[src/rtl/max_scan_ctrl_pkg.sv]
`default_nettype none
// +----------------------------------------------------------------------+
// | max_scan_pkg : shared state encoding and defaults for max_scan_ctrl   |
// | Revision     : 1.0                                                    |
// +----------------------------------------------------------------------+
package max_scan_pkg;

  localparam logic [31:0] DEF_RES_ADDR = 32'd2000;

  localparam logic [2:0] ST_IDLE   = 3'd0;
  localparam logic [2:0] ST_READ   = 3'd1;
  localparam logic [2:0] ST_WR_VAL = 3'd2;
  localparam logic [2:0] ST_WR_IDX = 3'd3;
  localparam logic [2:0] ST_DONE   = 3'd4;

  function automatic logic [31:0] word_align(input logic [31:0] a);
    return a & ~32'd3;
  endfunction

endpackage
`default_nettype wire

[src/rtl/max_scan_ctrl_if.sv]
`default_nettype none
// +----------------------------------------------------------------------+
// | max_scan_ctrl_if : data-memory port (combinational read, sync write)  |
// | Revision         : 1.0                                                |
// +----------------------------------------------------------------------+
interface max_scan_ctrl_if;
  logic [31:0] mem_adr;
  logic [31:0] mem_din;
  logic        mem_read;
  logic        mem_write;
  logic [31:0] mem_dout;

  modport master (
    output mem_adr, mem_din, mem_read, mem_write,
    input  mem_dout
  );

  modport slave (
    input  mem_adr, mem_din, mem_read, mem_write,
    output mem_dout
  );
endinterface
`default_nettype wire

[src/rtl/max_scan_ctrl_cmp.sv]
`default_nettype none
// +----------------------------------------------------------------------+
// | max_cmp : combinational a > b, signed or unsigned by parameter        |
// | Revision: 1.0                                                         |
// +----------------------------------------------------------------------+
module max_cmp #(
  parameter bit SIGNED_CMP = 1'b1
) (
  input  logic [31:0] a,
  input  logic [31:0] b,
  output logic        a_gt_b
);

  generate
    if (SIGNED_CMP) begin : g_signed
      assign a_gt_b = $signed(a) > $signed(b);
    end else begin : g_unsigned
      assign a_gt_b = a > b;
    end
  endgenerate

endmodule
`default_nettype wire

[src/rtl/max_scan_ctrl.sv]
`default_nettype none
// +----------------------------------------------------------------------+
// | max_scan_ctrl : scans LEN words for the maximum, writes value + index |
// | Revision      : 1.0                                                   |
// +----------------------------------------------------------------------+
module max_scan_ctrl
  import max_scan_pkg::*;
#(
  parameter logic [31:0] RES_ADDR   = DEF_RES_ADDR,
  parameter bit          SIGNED_CMP = 1'b1,
  parameter int          LEN_W      = 16
) (
  input  logic             clk,
  input  logic             rst,
  input  logic             start,
  input  logic [31:0]      base_addr,
  input  logic [LEN_W-1:0] len,
  output logic             busy,
  output logic             done,
  output logic             err,
  output logic [31:0]      max_value,
  output logic [31:0]      max_index,
  max_scan_ctrl_if.master  mem
);

  logic [2:0]       r_state;
  logic [31:0]      r_addr;
  logic [LEN_W-1:0] r_idx;
  logic [LEN_W-1:0] r_last;
  logic             r_err;
  logic [31:0]      r_max_value;
  logic [31:0]      r_max_index;
  logic             w_gt;

  max_cmp #(.SIGNED_CMP(SIGNED_CMP)) u_cmp (
    .a      (mem.mem_dout),
    .b      (r_max_value),
    .a_gt_b (w_gt)
  );

  always_ff @(posedge clk) begin
    if (rst) begin
      r_state     <= ST_IDLE;
      r_addr      <= '0;
      r_idx       <= '0;
      r_last      <= '0;
      r_err       <= 1'b0;
      r_max_value <= '0;
      r_max_index <= '0;
    end else begin
      case (r_state)
        ST_IDLE: begin
          if (start) begin
            r_addr  <= word_align(base_addr);
            r_idx   <= '0;
            r_last  <= len - 1'b1;
            r_err   <= (len == '0);
            r_state <= (len == '0) ? ST_DONE : ST_READ;
          end
        end
        ST_READ: begin
          // Element 0 seeds the result; later elements must be strictly larger
          if ((r_idx == '0) || w_gt) begin
            r_max_value <= mem.mem_dout;
            r_max_index <= 32'(r_idx);
          end
          if (r_idx == r_last) begin
            r_state <= ST_WR_VAL;
          end else begin
            r_idx  <= r_idx + 1'b1;
            r_addr <= r_addr + 32'd4;
          end
        end
        ST_WR_VAL: r_state <= ST_WR_IDX;
        ST_WR_IDX: r_state <= ST_DONE;
        ST_DONE:   r_state <= ST_IDLE;
        default:   r_state <= ST_IDLE;
      endcase
    end
  end

  always_comb begin
    mem.mem_adr   = '0;
    mem.mem_din   = '0;
    mem.mem_read  = 1'b0;
    mem.mem_write = 1'b0;
    case (r_state)
      ST_READ: begin
        mem.mem_adr  = r_addr;
        mem.mem_read = 1'b1;
      end
      ST_WR_VAL: begin
        mem.mem_adr   = RES_ADDR;
        mem.mem_din   = r_max_value;
        mem.mem_write = 1'b1;
      end
      ST_WR_IDX: begin
        mem.mem_adr   = RES_ADDR + 32'd4;
        mem.mem_din   = r_max_index;
        mem.mem_write = 1'b1;
      end
      default: ;
    endcase
  end

  assign busy      = (r_state != ST_IDLE);
  assign done      = (r_state == ST_DONE);
  assign err       = r_err;
  assign max_value = r_max_value;
  assign max_index = r_max_index;

endmodule
`default_nettype wire

[src/flat_wrapper.sv]
// flat-port wrapper written by rule: the top's interface ports become plain ports
module max_scan_ctrl_flat import max_scan_pkg::*;
#(
  parameter logic [31:0] RES_ADDR   = DEF_RES_ADDR,
  parameter bit          SIGNED_CMP = 1'b1,
  parameter int          LEN_W      = 16
)
  (clk, rst, start, base_addr, len, busy, done, err, max_value, max_index, mem_mem_adr, mem_mem_din, mem_mem_read, mem_mem_write, mem_mem_dout);
  max_scan_ctrl_if mem_i ();
  input  logic clk;
  input  logic rst;
  input  logic start;
  input  logic [31:0] base_addr;
  input  logic [LEN_W-1:0] len;
  output logic busy;
  output logic done;
  output logic err;
  output logic [31:0] max_value;
  output logic [31:0] max_index;
  output wire logic [$bits(mem_i.mem_adr)-1:0] mem_mem_adr;
  output wire logic [$bits(mem_i.mem_din)-1:0] mem_mem_din;
  output wire logic [$bits(mem_i.mem_read)-1:0] mem_mem_read;
  output wire logic [$bits(mem_i.mem_write)-1:0] mem_mem_write;
  input wire logic [$bits(mem_i.mem_dout)-1:0] mem_mem_dout;
  assign mem_mem_adr = mem_i.mem_adr;
  assign mem_mem_din = mem_i.mem_din;
  assign mem_mem_read = mem_i.mem_read;
  assign mem_mem_write = mem_i.mem_write;
  assign mem_i.mem_dout = mem_mem_dout;
  max_scan_ctrl #(.RES_ADDR(RES_ADDR), .SIGNED_CMP(SIGNED_CMP), .LEN_W(LEN_W)) u_core (.clk(clk), .rst(rst), .start(start), .base_addr(base_addr), .len(len), .busy(busy), .done(done), .err(err), .max_value(max_value), .max_index(max_index), .mem(mem_i));
endmodule
[config.mk]
export PLATFORM = sky130hd
export DESIGN_NAME = max_scan_ctrl_flat
export DESIGN_NICKNAME = d
export VERILOG_FILES = /design/src/rtl/max_scan_ctrl_pkg.sv /design/src/rtl/max_scan_ctrl_if.sv /design/src/rtl/max_scan_ctrl_cmp.sv /design/src/rtl/max_scan_ctrl.sv /design/src/flat_wrapper.sv
export SDC_FILE = /design/constraint.sdc
export NUM_CORES = 1
export LEC_CHECK = 0
export CORE_ASPECT_RATIO = 0.8
export CORE_MARGIN = 4
export CORE_UTILIZATION = 52
export CTS_BUF_LIST = sky130_fd_sc_hd__clkbuf_16
export CTS_CLUSTER_SIZE = 40
export DETAILED_ROUTE_END_ITERATION = 12
export PLACE_DENSITY = 0.83
export SYNTH_ARGS = -nofsm -noshare
export SYNTH_HDL_FRONTEND = slang
export SYNTH_SLANG_ARGS = --single-unit
[constraint.sdc]
create_clock -name clk -period 4.1 [get_ports clk]
set_clock_uncertainty 0.15 [all_clocks]
set_input_delay 0.82 -clock clk [delete_from_list [all_inputs] [get_ports clk]]
set_output_delay 0.82 -clock clk [all_outputs]
set_load 0.01 [all_outputs]
==> impl_metrics.py, run 1 <==
metrics = {
    "drt": {
        "drc": 0,
        "viasPerCell": 5.63,
        "ant_nets": 0,
        "finalWirelength_um": 21000,
        "detail_route.iter0.violations": 639,
        "num_vias": 7372,
        "wl_per_cell_um": 16.0,
        "dr.pass1.iters": 5,
    },
    "clock_tree": {
        "clockRootBuffer": "clkbuf_16",
        "clk_path_buf_depth": 2,
        "clkTransAtPathRegs_ns": 0.05,
        "clkLatencyLatePin_ns": 0.41,
        "hold_buffers": 0,
        "cts-resized-gates": 0,
        "post_cts_buffers": 0,
        "cts.sinks": 114,
        "cts_tree": "yes",
        "cts_made_buffers": 17,
        "ctsHtreeMaxLevel": 4,
    },
    "power": {
        "power_frac_comb_pct": 25.7,
        "p_leak_nw": 3.41,
        "clock_power_share_pct": 40.1,
        "pwr_density_cell_nw_per_um2": 394,
        "sw_frac_of_total_pct": 30.6,
        "ir_drop_mv": 0.337,
        "intPower_w": 0.00268,
        "pwr-share-seq_pct": 34.2,
        "switching_power_w": 0.00118,
    },
    "yosys": {
        "ys_ff_latch": 114,
        "yosysWarnings": 0,
        "ys_seq_area_share_pct": 31.7,
        "syn_inst": 961,
        "synth_edf_count": 0,
        "synth.avg_cell_area_um2": 7.50,
        "synth-main-ff-cell": "dfxtp_1",
        "syn-cell-area_um2": 7200,
        "synth_cell_types": 57,
        "async_reset_ff_share_pct": 0,
    },
    "final_layout": {
        "drive_gt1_share_pct": 5.76,
        "syn2layout_area_growth_pct": 36.4,
        "instances_no_fill": 1309,
        "final_common_cell": "clkdlybuf4s50_1",
        "nNetsFinal": 1235,
        "fillers": 1111,
        "final_cell_mix": "clkdlybuf4s50_1, dfxtp_1, a21oi_1",
        "diodes": 0,
    },
    "place": {
        "io_buffers": 195,
        "place_congestion": 0.883,
        "numPlacedInstances": 1277,
        "hpwl_um": 14600,
        "pre_cts_slack_ns": 0.226,
    },
    "timing": {
        "slew_viol_final": 0,
        "fin_tns_setup_ns": 0,
        "worst_pin_slew_ns": 1.09,
        "setup_viol": 0,
        "rsz0062_at_grt": "no",
        "post-route-period-util_pct": 87.0,
        "setup_slack_ns": 0.532,
        "max-slew-margin-rel_pct": 27.3,
        "hold_violations": 0,
        "post-route-min-period_ns": 3.57,
        "fmax_mhz": 280,
    },
    "critical_path": {
        "cp_max_fo": 54,
        "endpoint_kind": "register",
        "crit_type": "primary input to register",
        "critPathLaunchType": "primary input",
        "arrival_ns": 3.75,
        "crit_required_ns": 4.28,
    },
    "global_routing": {
        "grt_max_degree": 55,
        "grt_usage_pct": 26.0,
        "grt_pass1_vias": 6956,
        "grt_overflow_total": 0,
        "grt_pass1_wl_um": 34400,
        "antenna_found_initial": 0,
    },
    "floorplanning": {
        "coreArea_um2": 13600,
        "num_rows": 38,
        "pin_count": 216,
        "fp.dieH_um": 113,
        "die-area_um2": 15800,
        "fp.dieW_um": 140,
        "initial_core_util_pct": 53.2,
    },
    "outcome": {
        "outcome": "finished, final reports clean",
    },
    "run": {
        "drv_cap": 0,
    },
    "worst_hold_path": {
        "min_path_type": "register to register",
    },
}
## area by class of cell
| type | instances | area, um2 | area share [%] |
|---|---|---|---|
| clock inverters | 15 | 191 | 1.95 |
| clock buffers | 17 | 425 | 4.33 |
| inverters | 59 | 221 | 2.25 |
| well taps | 180 | 225 | 2.29 |
| repair buffers | 210 | 2090 | 21.2 |
| flip-flops and latches | 114 | 2280 | 23.2 |
| multi-input cells | 714 | 4390 | 44.7 |
## stage by stage
step / total power [W] / instance area [um2] / hold WS (ns) / util, %
after CTS: 0.00388 / 9820 / 0.347 / 72.5
after global placement: 0.00230 / 9210 / 0.321 / 68.0
after floorplan: 0.00194 / 7270 / 0.307 / -
final: 0.00387 / 9820 / 0.347 / 72.5
after global routing: 0.00407 / 9820 / 0.385 / 72.5
after detailed placement: 0.00233 / 9210 / 0.338 / 68.0
## sequential cells by signal (all words and copies together) (netlist names)
signal	flops
u_core.err	1
u_core.max_index	16
u_core.max_value	32
u_core.r_addr	30
u_core.r_idx	16
u_core.r_last	16
u_core.r_state	3
## kinds of logic after synthesis
kind of cell	share of synthesized area (%)
xor gates and xnor gates	5.11
buffers and inverters	8.84
AOI/OAI and AO/OA	20.3
muxes	2.22
adders and majority gates	6.25
DFF	31.7
and+or+nand+nor	25.6
other	0.0521
## routing by layer
| layer | global-route usage (%) | up-vias | wire length (um) | share of wire (%) |
|---|---|---|---|---|
| met5 | 0 | - | 0 | 0 |
| met4 | 6.26 | 0 | 274 | 1.3 |
| met3 | 6.17 | 26 | 1470 | 7.0 |
| met2 | 43.0 | 258 | 9850 | 47 |
| met1 | 34.5 | 3410 | 9410 | 45 |
| li1 | - | 3678 | - | - |
## cell usage after synthesis (2+ instances only)
| library cell | n | share of area (%) |
|---|---|---|
| dfxtp_1 | 114 | 32 |
| a21oi_1 | 99 | 6.9 |
| nor2_1 | 83 | 4.3 |
| o21ai_0 | 72 | 5.0 |
| nand2_1 | 67 | 3.5 |
| clkbuf_1 | 62 | 3.2 |
| inv_1 | 58 | 3.0 |
| or3_1 | 54 | 4.7 |
| ha_1 | 36 | 6.3 |
| a211oi_1 | 29 | 3.0 |
| xnor2_1 | 29 | 3.5 |
| nand3_1 | 28 | 1.9 |
| nand4_1 | 26 | 2.3 |
| and2_1 | 25 | 2.2 |
| nor3_1 | 25 | 1.7 |
| buf_4 | 18 | 1.9 |
| mux2i_1 | 16 | 2.2 |
| xor2_1 | 13 | 1.6 |
| o21ai_1 | 9 | 0.63 |
| and3_1 | 7 | 0.61 |
| a21o_1 | 6 | 0.63 |
| and4_1 | 6 | 0.73 |
| buf_1 | 6 | 0.31 |
| buf_2 | 5 | 0.35 |
| nor3b_1 | 5 | 0.52 |
| nor4_1 | 5 | 0.43 |
| a2bb2oi_1 | 4 | 0.49 |
| a311oi_1 | 4 | 0.49 |
| nand2b_1 | 4 | 0.35 |
| o22ai_1 | 4 | 0.35 |
| a211oi_2 | 3 | 0.52 |
| a22o_1 | 3 | 0.36 |
| a22oi_1 | 3 | 0.31 |
| nor2b_1 | 3 | 0.26 |
| nor4_2 | 3 | 0.52 |
| o31ai_1 | 3 | 0.31 |
| a31oi_1 | 2 | 0.17 |
| nor3_2 | 2 | 0.28 |
| nor4b_1 | 2 | 0.24 |
## critical path: stages
cell and delay, ns:
clkdlybuf4s50_1 0.42, ha_1 0.38, nand4_1 0.21, nor4_2 0.51, o41ai_1 0.24, o2bb2ai_4 0.45
buf_12 0.28, buf_4 0.16, o21ai_0 0.11, a21oi_1 0.17
## worst paths after layout
path	startpoint	end	slack, ns	cells past startpoint
setup / recovery	mem_mem_dout[31]	u_core.max_index[5]	0.53	10
hold / removal	u_core.r_addr[31]	u_core.r_addr[31]	0.35	2
hold reg to reg	u_core.r_addr[31]	u_core.r_addr[31]	0.35	2
setup reg to reg	u_core.max_value[31]	u_core.max_index[5]	0.98	10
## power by group through the flow
| stage | Clock (W) | Sequential [W] | Combinational, W |
|---|---|---|---|
| finish | 0.00155 | 0.00132 | 0.000996 |
| global route | 0.00162 | 0.00134 | 0.00111 |
| CTS | 0.00157 | 0.00132 | 0.000994 |
| detailed placement | 0 | 0.00134 | 0.000984 |
| global placement | 0 | 0.00134 | 0.000964 |
| floorplan | 0 | 0.00133 | 0.000611 |
Note: power is estimated with default switching activity, not from simulation.
==> run 2: changes to the inputs <==
--- a/config.mk
+++ b/config.mk
@@ -11,6 +11,7 @@
 export CTS_BUF_LIST = sky130_fd_sc_hd__clkbuf_16
 export CTS_CLUSTER_SIZE = 40
 export DETAILED_ROUTE_END_ITERATION = 12
+export HOLD_SLACK_MARGIN = 0.02
 export PLACE_DENSITY = 0.83
 export SYNTH_ARGS = -nofsm -noshare
 export SYNTH_HDL_FRONTEND = slang
==> results of run 2 <==
The final DEF is identical to that of run 1; final timing and power are the same.
==> run 3: changes to the inputs <==
--- a/config.mk
+++ b/config.mk
@@ -5,6 +5,7 @@
 export SDC_FILE = /design/constraint.sdc
 export NUM_CORES = 1
 export LEC_CHECK = 0
+export CAP_MARGIN = 20
 export CORE_ASPECT_RATIO = 0.8
 export CORE_MARGIN = 4
 export CORE_UTILIZATION = 52
==> impl_metrics.py, run 3 (synthesis gave the netlist of run 1 again) <==
metrics = {
    "outcome": {
        "outcome": "finished, final reports clean",
    },
    "critical_path": {
        "endpoint_kind": "register",
        "cp_max_fo": 54,
        "crit_chain": "clkdlybuf4s50_1, ha_1, nand4_1, nor4_2, o41ai_1, o2bb2ai_4, buf_12, buf_4, o21ai_0, a21oi_1",
        "worstRegToRegCells": 10,
        "critical-path-slowest-cell": "nor4_2",
        "r2r_end": "u_core.max_index[5]",
        "crit_cells": 10,
        "cp_num_buf_inv": 3,
        "crit_required_ns": 4.28,
        "r2r_start": "u_core.max_value[31]",
        "r2r_slack_ns": 0.97,
        "crit_type": "primary input to register",
        "slowest_delay_ns": 0.52,
        "critPathLaunchType": "primary input",
        "arrival_ns": 3.76,
        "path_delay_family": "compound AO/OA/AOI/OAI gates",
    },
    "place": {
        "pre_cts_slack_ns": 0.226,
        "hpwl_um": 14600,
        "io_buffers": 195,
        "place_congestion": 0.883,
    },
    "worst_hold_path": {
        "worstHoldPathCells": 2,
        "worstHoldStart": "u_core.r_addr[31]",
        "min_to": "u_core.r_addr[31]",
        "min_path_type": "register to register",
    },
    "final_layout": {
        "fin_util_pct": 72.7,
        "largest_register_ffs": 32,
        "final_cell_mix": "clkdlybuf4s50_1, dfxtp_1, a21oi_1",
        "drive_gt1_share_pct": 5.84,
        "fillers": 1102,
        "regArea_um2": 2280,
        "multi_input_area_um2": 4390,
        "syn2layout_area_growth_pct": 36.8,
        "final_common_cell": "clkdlybuf4s50_1",
        "diodes": 0,
        "nNetsFinal": 1236,
    },
    "floorplanning": {
        "coreArea_um2": 13600,
        "die-area_um2": 15800,
        "num_rows": 38,
        "pin_count": 216,
        "fp.dieH_um": 113,
        "fp.dieW_um": 140,
        "initial_core_util_pct": 53.2,
    },
    "timing": {
        "max-slew-margin-rel_pct": 43.3,
        "slew_viol_final": 0,
        "hold_violations": 0,
        "rsz0062_at_grt": "no",
        "fmax_mhz": 279,
        "post-route-period-util_pct": 87.3,
        "post-route-min-period_ns": 3.58,
        "worst_pin_slew_ns": 0.851,
        "timing.hold.ws_ns": 0.346,
        "fin_tns_setup_ns": 0,
        "setup_viol": 0,
        "setup_slack_ns": 0.522,
    },
    "power": {
        "pwr_density_cell_nw_per_um2": 394,
        "p_leak_nw": 3.42,
        "ir_drop_mv": 0.336,
        "p_total_w": 0.00388,
    },
    "drt": {
        "ant_nets": 0,
        "drc": 0,
        "finalWirelength_um": 21000,
        "detail_route.iter0.violations": 599,
        "dr.pass1.iters": 5,
        "viasPerCell": 5.64,
        "num_vias": 7393,
        "wl_per_cell_um": 16.0,
    },
    "global_routing": {
        "grt_pass1_wl_um": 34400,
        "grt_overflow_total": 0,
        "antenna_found_initial": 0,
        "grt_max_degree": 55,
        "grt_pass1_vias": 6956,
        "grt_usage_pct": 26.0,
    },
    "clock_tree": {
        "clkLatencyLatePin_ns": 0.41,
        "ctsHtreeMaxLevel": 4,
        "post_cts_buffers": 0,
        "clockRootBuffer": "clkbuf_16",
        "cts-resized-gates": 0,
        "cts.sinks": 114,
        "clk_path_buf_depth": 2,
        "hold_buffers": 0,
        "cts_tree": "yes",
        "cts_made_buffers": 17,
        "clkTransAtPathRegs_ns": 0.05,
    },
    "run": {
        "drv_cap": 0,
    },
}
[run 3: tightest hold or removal path: cells and delay by family (launching register included)]
kind | cells | cell delay (ns)
flip-flops | 1 | 0.31
AO/OA/AOI/OAI | 2 | 0.13
[run 3: worst max-delay path by stage]
stage / start / end
finish: mem_mem_dout[31] / u_core.max_index[5]
global route: mem_mem_dout[14] / u_core.max_index[5]
CTS: mem_mem_dout[31] / u_core.max_index[5]
detailed placement: mem_mem_dout[31] / u_core.max_index[5]
global placement: mem_mem_dout[14] / u_core.max_index[7]
floorplan: mem_mem_dout[14] / u_core.max_value[10]
[run 3: through the flow]
step,cell area (um2),cells
after floorplan,7270,978
after global placement,9210,1277
after detailed placement,9210,1277
after CTS,9820,1309
after global routing,9850,1310
final,9850,1310
[run 3: power by group]
group          switching, W  internal [W]  leakage (nW)
Clock              0.000538       0.00101         0.298
Combinational      0.000542      0.000466          2.19
Sequential         0.000106       0.00122         0.933
Total               0.00119       0.00269          3.42
[run 3: layout make-up]
class / instances / area share [%]
clock buffers: 17 / 4.32
repair buffers: 211 / 21.5
multi-input cells: 714 / 44.6
well taps: 180 / 2.29
inverters: 59 / 2.25
clock inverters: 15 / 1.94
flip-flops and latches: 114 / 23.2
[run 3: per-layer routing]
layer	share of wire [%]	global-route usage (%)
met5	0	0
met4	1.3	6.26
met3	6.8	6.17
met2	47	43.0
met1	45	34.5
